`config.mk`:
```
export PLATFORM = sky130hd
export DESIGN_NAME = writeback_unit
export DESIGN_NICKNAME = d
export VERILOG_FILES = /design/src/rtl/wb_pkg.sv /design/src/rtl/wb_load_fmt.sv /design/src/rtl/writeback_unit.sv
export SDC_FILE = /design/constraint.sdc
export NUM_CORES = 1
export LEC_CHECK = 0
export CAP_MARGIN = 20
export CORE_AREA = 2 2 145 182
export CTS_BUF_LIST = sky130_fd_sc_hd__clkbuf_16
export DETAILED_ROUTE_END_ITERATION = 6
export DIE_AREA = 0 0 147 184
export PLACE_DENSITY_LB_ADDON = 0.08
export SYNTH_ARGS = -nofsm -noshare
export SYNTH_HDL_FRONTEND = slang
export SYNTH_HIERARCHICAL = 1
export SYNTH_SLANG_ARGS = --single-unit
```
`constraint.sdc`:
```
create_clock -name clk -period 4.2 [get_ports clk]
set_input_delay 0.63 -clock clk [delete_from_list [all_inputs] [get_ports clk]]
set_output_delay 0.63 -clock clk [all_outputs]
set_load 0.1 [all_outputs]
```
`src/rtl/wb_pkg.sv`:
```
// Shared types and constants for the writeback stage.
//   mem_size_e : load access size (byte, half, word, dword)
//   *_W        : bit widths of each load size
package wb_pkg;

  typedef enum logic [1:0] {
    MEM_B = 2'd0,
    MEM_H = 2'd1,
    MEM_W = 2'd2,
    MEM_D = 2'd3
  } mem_size_e;

  localparam int unsigned BYTE_W  = 8;
  localparam int unsigned HALF_W  = 16;
  localparam int unsigned WORD_W  = 32;
  localparam int unsigned DWORD_W = 64;

endpackage

```
`src/rtl/wb_load_fmt.sv`:
```
// Combinational load-data formatter.
// Shifts the raw aligned read word down to the addressed byte, keeps the
// access-size low bits and sign- or zero-extends them to DATA_W. Also flags
// misaligned accesses and dword loads on a 32-bit datapath.
//   rdata    in  DATA_W  raw aligned memory word
//   size     in  2       mem_size_e
//   zero_ext in  1       zero-extend instead of sign-extend
//   addr_lo  in  OFF_W   byte offset within the word
//   wdata    out DATA_W  formatted load result
//   misalign out 1       access is misaligned or illegal for DATA_W
module wb_load_fmt
  import wb_pkg::*;
#(
  parameter int unsigned DATA_W = 32,
  localparam int unsigned OFF_W = $clog2(DATA_W / 8)
) (
  input  logic [DATA_W-1:0] rdata,
  input  logic [1:0]        size,
  input  logic              zero_ext,
  input  logic [OFF_W-1:0]  addr_lo,
  output logic [DATA_W-1:0] wdata,
  output logic              misalign
);

  logic [DATA_W-1:0] shifted;
  logic [DATA_W-1:0] keep_mask;
  logic              sign;

  assign shifted = rdata >> {addr_lo, 3'b000};

  // A keep-mask avoids zero-width replications when the size equals DATA_W.
  always_comb begin
    keep_mask = '1;
    sign      = 1'b0;
    misalign  = 1'b0;
    unique case (size)
      MEM_B: begin
        keep_mask = DATA_W'({BYTE_W{1'b1}});
        sign      = shifted[BYTE_W-1];
      end
      MEM_H: begin
        keep_mask = DATA_W'({HALF_W{1'b1}});
        sign      = shifted[HALF_W-1];
        misalign  = addr_lo[0];
      end
      MEM_W: begin
        keep_mask = DATA_W'({WORD_W{1'b1}});
        sign      = shifted[WORD_W-1];
        misalign  = (addr_lo[1:0] != 2'b00);
      end
      MEM_D: begin
        keep_mask = '1;
        sign      = shifted[DATA_W-1];
        misalign  = (addr_lo != '0) || (DATA_W != DWORD_W);
      end
    endcase
  end

  assign wdata = (shifted & keep_mask) | (~keep_mask & {DATA_W{sign & ~zero_ext}});

endmodule

```
`src/rtl/writeback_unit.sv`:
```
// Registered writeback stage: ME/WB pipeline register, load formatting,
// x0 write suppression, misaligned-load detection and retired-instruction
// counter. Outputs are combinational from the WB register.
//   clk, rst                 clock, synchronous active-high reset
//   valid_i, stall_i, flush_i pipeline control from ME / hazard unit
//   rf_we_i, rf_waddr_i      destination write enable and register
//   mem2rf_i, mem_size_i, mem_unsigned_i, mem_addr_lo_i, mem_rdata_i  load info
//   alu_result_i             ALU result
//   rf_we_o/rf_waddr_o/rf_wdata_o  RF write port (DE)
//   rf_data_o                bypass data (EXE)
//   rf_dst_o/rf_we_hu_o      bypass destination / enable (HU)
//   misalign_o               WB entry is a misaligned or illegal load
//   instret_o                retired-instruction count
module writeback_unit
  import wb_pkg::*;
#(
  parameter int unsigned ADDR_W = 5,
  parameter int unsigned DATA_W = 32,
  parameter int unsigned CNT_W  = 64,
  localparam int unsigned OFF_W = $clog2(DATA_W / 8)
) (
  input  logic              clk,
  input  logic              rst,
  input  logic              valid_i,
  input  logic              stall_i,
  input  logic              flush_i,
  input  logic              rf_we_i,
  input  logic [ADDR_W-1:0] rf_waddr_i,
  input  logic              mem2rf_i,
  input  logic [1:0]        mem_size_i,
  input  logic              mem_unsigned_i,
  input  logic [OFF_W-1:0]  mem_addr_lo_i,
  input  logic [DATA_W-1:0] mem_rdata_i,
  input  logic [DATA_W-1:0] alu_result_i,
  output logic              rf_we_o,
  output logic [ADDR_W-1:0] rf_waddr_o,
  output logic [DATA_W-1:0] rf_wdata_o,
  output logic [DATA_W-1:0] rf_data_o,
  output logic [ADDR_W-1:0] rf_dst_o,
  output logic              rf_we_hu_o,
  output logic              misalign_o,
  output logic [CNT_W-1:0]  instret_o
);

  if (DATA_W != 32 && DATA_W != 64) begin : g_bad_data_w
    $error("writeback_unit: DATA_W must be 32 or 64");
  end

  logic              valid_q;
  logic              we_q;
  logic [ADDR_W-1:0] waddr_q;
  logic              mem2rf_q;
  logic [1:0]        size_q;
  logic              unsigned_q;
  logic [OFF_W-1:0]  addr_lo_q;
  logic [DATA_W-1:0] rdata_q;
  logic [DATA_W-1:0] alu_q;
  logic [CNT_W-1:0]  instret_q;
  logic [CNT_W-1:0]  instret_d;

  logic [DATA_W-1:0] fmt_wdata;
  logic              fmt_misalign;
  logic              misalign;
  logic              retire;

  always_ff @(posedge clk) begin
    if (rst) begin
      valid_q    <= 1'b0;
      we_q       <= 1'b0;
      waddr_q    <= '0;
      mem2rf_q   <= 1'b0;
      size_q     <= '0;
      unsigned_q <= 1'b0;
      addr_lo_q  <= '0;
      rdata_q    <= '0;
      alu_q      <= '0;
      instret_q  <= '0;
    end else begin
      // Payload is left untouched on flush; only valid matters.
      if (flush_i) begin
        valid_q <= 1'b0;
      end else if (!stall_i) begin
        valid_q    <= valid_i;
        we_q       <= rf_we_i;
        waddr_q    <= rf_waddr_i;
        mem2rf_q   <= mem2rf_i;
        size_q     <= mem_size_i;
        unsigned_q <= mem_unsigned_i;
        addr_lo_q  <= mem_addr_lo_i;
        rdata_q    <= mem_rdata_i;
        alu_q      <= alu_result_i;
      end
      instret_q <= instret_d;
    end
  end

  wb_load_fmt #(
    .DATA_W (DATA_W)
  ) u_load_fmt (
    .rdata    (rdata_q),
    .size     (size_q),
    .zero_ext (unsigned_q),
    .addr_lo  (addr_lo_q),
    .wdata    (fmt_wdata),
    .misalign (fmt_misalign)
  );

  assign misalign = valid_q & mem2rf_q & fmt_misalign;

  // The entry leaves WB when it is not stalled or is being flushed out.
  assign retire = valid_q & (~stall_i | flush_i) & ~misalign;

  always_comb begin
    instret_d = instret_q;
    if (retire) begin
      instret_d = instret_q + CNT_W'(1);
    end
  end

  assign rf_we_o    = valid_q & we_q & (waddr_q != '0) & ~misalign;
  assign rf_waddr_o = waddr_q;
  assign rf_wdata_o = mem2rf_q ? fmt_wdata : alu_q;
  assign rf_data_o  = rf_wdata_o;
  assign rf_dst_o   = rf_waddr_o;
  assign rf_we_hu_o = rf_we_o;
  assign misalign_o = misalign;
  assign instret_o  = instret_q;

endmodule

```
; ---- After elaboration in Yosys (flattened, before gate mapping)
; Cells that the tools add are included.
[totals]
register_bits = 141
latchBits = 0
ramBits = 0
rom_bits = 0
output_inout_bits = 141
elab_cells = 42
memories = 0
[op_classes]
n_addsub = 1
mul = 0
div = 0
n_lt_le_gt_ge = 0
n_eq_ne = 3
n_shift = 1
n_mux = 4
n_bitwise = 17
reduce_logical = 6
[op_table]
columns = operator, n
row1 = 32-bit case mux with 3 select lines, 1
row2 = 64-bit by 1-bit adder with 64-bit output (second input constant), 1
row3 = 32-bit AND, 2
row4 = 32-bit two-way mux, 1
row5 = 32-bit inverter, 1
row6 = 32-bit OR, 1
row7 = 32-bit by 5-bit right shift with 32-bit output, 1
row8 = 1-bit AND, 8
row9 = 1-bit case mux with 3 select lines, 2
row10 = 5-bit nonzero test, 1
row11 = 2-bit == test (second input constant), 2
row12 = 1-bit inverter, 4
row13 = 2-bit OR reduction, 2
row14 = 2-bit by 1-bit == test with 1-bit output (second input constant), 1
row15 = 2-bit logical NOT, 1
row16 = 2-bit AND reduction, 1
row17 = 2-bit nonzero test, 1
row18 = 1-bit OR, 1

; ---- Logic depth before layout (Yosys ltp)
[logic_depth]
word_depth = 7
mapped_depth = 11

; ---- Hierarchy
; Netlist, hierarchy kept.
[by_module_without_submodules]
columns = module, n_inst, cells_per_inst, area_per_inst_um2, seq_area_each_um2
row1 = writeback_unit, 1, 798, 6468.7, 2822.7
row2 = wb_load_fmt, 1, 108, 759.5, 0.0

; ---- Least setup slack after synthesis
; OpenSTA, ideal clock, no wires.
[synth_timing]
kind = reg2out
startpoint = reg size_q[1]
endpoint = out rf_we_o
arrival_time_ns = 2.481
required_ns = 3.570
path_slack_ns = 1.089
path_stages_with_launch = 6
path_buffers = 1
path_cell_list = dfxtp_1 > nor2_1 > a21oi_1 > a21boi_4 > o311a_1 > buf_4
[synth_between]
elab_chain_len = 5
elab_cells_between_ends = 7
cone_classes = eq/ne: 3 / mux: 1 / bitwise: 3
[synth_lines]
columns = item, line_no
row1 = from (decl), writeback_unit.sv:53  ; logic [1:0] size_q;
row2 = from (signal assigned), writeback_unit.sv:87  ; size_q <= mem_size_i;
row3 = 2-bit == test / 2-bit by 1-bit == test with 1-bit output (equally long branches), wb_load_fmt.sv:36  ; unique case (size)
row4 = 1-bit case mux with 3 select lines (*), wb_load_fmt.sv:36
row5 = named net fmt_misalign, writeback_unit.sv:62  ; logic fmt_misalign;
row6 = 1-bit AND (*), writeback_unit.sv:108  ; assign misalign = valid_q & mem2rf_q & fmt_misalign;
row7 = 1-bit inverter (*), writeback_unit.sv:120  ; assign rf_we_o = valid_q & we_q & (waddr_q != '0) & ~misalign;
row8 = 1-bit AND (*), writeback_unit.sv:120
row9 = to (decl), writeback_unit.sv:35  ; output logic rf_we_o,
; The timed path passes the listed nets; every way through them passes the cells marked *.

; ---- Worst setup path in the final report
[layout_timing]
startpoint = reg addr_lo_q[1]
endpoint = out rf_wdata_o[14]
[layout_between]
elab_chain_len = 6
elab_cells_between_ends = 7
cone_classes = shift: 1 / mux: 2 / bitwise: 4
[layout_lines]
columns = item, line_no
row1 = from (decl), writeback_unit.sv:55  ; logic [OFF_W-1:0] addr_lo_q;
row2 = from (signal assigned), writeback_unit.sv:89  ; addr_lo_q <= mem_addr_lo_i;
row3 = 32-bit by 5-bit right shift with 32-bit output (*), wb_load_fmt.sv:29  ; assign shifted = rdata >> {addr_lo, 3'b000};
row4 = 1-bit case mux with 3 select lines, wb_load_fmt.sv:36
row5 = 1-bit AND, wb_load_fmt.sv:59  ; assign wdata = (shifted & keep_mask) | (~keep_mask & {DATA_W{sign & ~zero_ext}});
row6 = 32-bit AND, wb_load_fmt.sv:59
row7 = 32-bit OR (*), wb_load_fmt.sv:59
row8 = named net fmt_wdata[14], writeback_unit.sv:61  ; logic [DATA_W-1:0] fmt_wdata;
row9 = 32-bit two-way mux (*), writeback_unit.sv:122  ; assign rf_wdata_o = mem2rf_q ? fmt_wdata : alu_q;
row10 = to (decl), writeback_unit.sv:37  ; output logic [DATA_W-1:0] rf_wdata_o,
; Marked as above.

==> results.sh <==
export IMPL_hold_buffers=0
export IMPL_antenna_found_initial=0
export IMPL_syn_num_nets=988
export IMPL_yosysUniqueCellTypes=50
export IMPL_drtIter0Drc=393
export IMPL_cts_buffers=17
export IMPL_async_flop_share_pct=0
export IMPL_highest_signal_layer="met4"
export IMPL_p_total_w=0.00363
export IMPL_initial_core_util_pct=28.7
export IMPL_swShare_pct=31.9
export IMPL_drc=0
export IMPL_yosysSeqAreaShare_pct=39.1
export IMPL_rows=65
export IMPL_grt_max_degree=96
export IMPL_postCtsResizedCells=0
export IMPL_syn_cell_area_um2=7230
export IMPL_num_vias=6858
export IMPL_placed_area_um2=9480
export IMPL_area_growth_pct=39.0
export IMPL_hold_class="flop to flop"
export IMPL_met3_length_um=1220
export IMPL_chipWidth_um=147
export IMPL_hold_viol=0
export IMPL_antenna_left=0
export IMPL_design_area_um2=10000
export IMPL_synthTopCellsByArea="dfxtp_1 39%, nand2_1 10%, a21oi_1 8.7%, mux2_2 6.2%, buf_4 4.2%"
export IMPL_fin_ws_ps=596
export IMPL_io_pin_count=222
export IMPL_crit_path_start_kind="flop"
export IMPL_cp_startpoint="addr_lo_q[1]"
export IMPL_comb_power_share_pct=20.2
export IMPL_holdPathStages=2
export IMPL_ir_drop_mv=0.269
export IMPL_run_status="complete, no violations"
export IMPL_routed_via_density=4.88
export IMPL_slew_viol_final=0
export IMPL_grt_usage_pct=17.8
export IMPL_rr_worst_depth=7
export IMPL_drt_pass1_iter_count=4
export IMPL_critPathRequiredTime_ps=3570
export IMPL_skew_ps=14.3
export IMPL_final_util_pct=39.9
export IMPL_synth_seq_cells=141
export IMPL_core_um2=25200
export IMPL_dp_hpwl_um=17600
export IMPL_h_tree_depth=4
export IMPL_port_buffers=221
export IMPL_die_h_um=184
export IMPL_diodes=0
export IMPL_place_gp_congestion=0.809
export IMPL_rsz0062_at_grt="false"
export IMPL_setup_violations=0
export IMPL_dieArea_um2=27000
export IMPL_avgSynthCellArea_um2=7.98
export IMPL_clkSlewWorstSetupHoldPaths_ps=60
export IMPL_r2r_start="addr_lo_q[1]"
export IMPL_pwr_share_clk_pct=41.2
export IMPL_grt_pass1_vias=6545
export IMPL_wl_um=24400
export IMPL_grt_pass1_wl_um=37500
export IMPL_drive_gt1_share_pct=16.0
export IMPL_crit_path_end="rf_wdata_o[14]"
export IMPL_cts_root_buf="clkbuf_16"
export IMPL_maxCapViolCount=0
export IMPL_nFillCells=2641
export IMPL_yosys_most_used_dff="dfxtp_1"
export IMPL_tightest_slew_ps=1070
export IMPL_regArea_um2=2820
export IMPL_post_place_ws_ps=858
export IMPL_synth_top_cell_area_share_pct=39.1
export IMPL_min_period_ps=3600
export IMPL_multi_input_area_um2=3800
export IMPL_cts_tree="yes"
export IMPL_fin_nets=1142
export IMPL_tns_ps=0
export IMPL_p_per_area_nw_per_um2=362
export IMPL_synth_cells=906
export IMPL_wl_met2_um=12300
export IMPL_overflow=0
export IMPL_synth_top_area_cell="dfxtp_1"
export IMPL_p_seq_share_pct=38.6
export IMPL_postCtsSetupRepairBufs=0
export IMPL_clockBufferDepth=2
export IMPL_crit_type="flop to primary output"
export IMPL_slew_headroom_pct=28.8
export IMPL_period_share_pct=85.8
export IMPL_clk_insertion_delay_late_ps=430
export IMPL_rrSetupSlack_ps=1040
export IMPL_wl_met1_um=10500
export IMPL_setup_worst_path_end_class="primary output"
export IMPL_p_switching_w=0.00116
export IMPL_regToRegEndpoint="instret_o[60]"
export IMPL_fmax_mhz=277
export IMPL_synth_edf_count=0
export IMPL_clock_sinks=141
export IMPL_crit_fanout=25
export IMPL_wl_per_cell_um=17.4
export IMPL_p_int_w=0.00247
export IMPL_yosys_warnings=6
export IMPL_p_leak_nw=3.46
export IMPL_cp_arrival_ps=2970
==> synthesized netlist by cell type (8+ instances only) <==
library cell and n:
a211oi_1 8, a21oi_1 126, and3_1 9, buf_4 40, clkbuf_1 43, dfxtp_1 141, inv_1 11, mux2_2 40
mux2i_1 10, nand2_1 195, nand3_1 27, nand4_1 21, nor2_1 48, nor2b_1 8, nor4_1 11, o21ai_0 19
o31ai_1 25, or3_1 13, or4_1 26, xnor2_1 16
==> metal layers <==
layer / up-vias / track usage [%]
li1: 3458 / -
met1: 3192 / 21.7
met2: 186 / 31.2
met3: 22 / 3.85
met4: 0 / 5.73
met5: - / 0
==> flip-flops by register name, summed over array words and instances, names as in the netlist <==
name,count
size_q,2
mem2rf_q,1
instret_o,64
rf_dst_o,5
alu_q,32
addr_lo_q,2
unsigned_q,1
we_q,1
valid_q,1
rdata_q,32
==> cells by family after synthesis <==
kind of cell,synth area share (%)
simple gates,25.9
compound gates,15.8
flops,39.1
buf+inv,8.43
mux,7.81
xor+xnor,2.79
fa+ha+maj,0.173
==> how the worst min path moves through the flow <==
stage,startpoint,end
2_1_floorplan,rdata_q[0],rdata_q[0]
5_1_grt,alu_q[27],alu_q[27]
3_3_place_gp,alu_q[26],alu_q[26]
6_report,alu_q[1],alu_q[1]
3_5_place_dp,rdata_q[3],rdata_q[3]
4_1_cts,alu_q[10],alu_q[10]
==> placed cells by master, fill, tap and decap left out, types with 13 or more instances in the layout <==
master	synthesis	final
a21oi_1	126	126
buf_12	0	21
buf_4	40	58
clkbuf_16	0	17
clkdlybuf4s50_1	0	153
dfxtp_1	141	140
mux2_2	40	40
nand2_1	195	195
nand3_1	27	27
nand4_1	21	21
nor2_1	48	47
o21ai_0	19	19
o31ai_1	25	25
or3_1	13	13
or4_1	26	26
xnor2_1	16	16
==> cell type report <==
class                   instances  share of cell area [%]
inverters                      12                   0.448
repair buffers                232                    23.8
flip-flops and latches        141                    28.1
multi-input cells             656                    37.9
well taps                     335                    4.17
clock buffers                  17                    4.23
clock inverters                13                    1.43
==> worst max-delay path, cell delays in order (launching register included) <==
cell and delay, ps:
dfxtp_1 890, inv_2 230, nor2_1 460, a221oi_1 180, nor2_1 270, mux2_2 230
buf_4 290
==> through the flow <==
stage          hold WS [ps]  instances
2_1_floorplan           432        906
3_3_place_gp            439       1376
6_report                452       1406
4_1_cts                 455       1406
3_5_place_dp            446       1376
5_1_grt                 465       1406
==> power by group through the flow <==
stage | sequential [W] | combinational (W) | clock [W]
6_report | 0.00140 | 0.000734 | 0.00150
5_1_grt | 0.00141 | 0.000769 | 0.00160
4_1_cts | 0.00140 | 0.000741 | 0.00154
3_5_place_dp | 0.00143 | 0.000739 | 0
3_3_place_gp | 0.00143 | 0.000740 | 0
2_1_floorplan | 0.00144 | 0.000508 | 0
(Power assumes the default switching activity.)
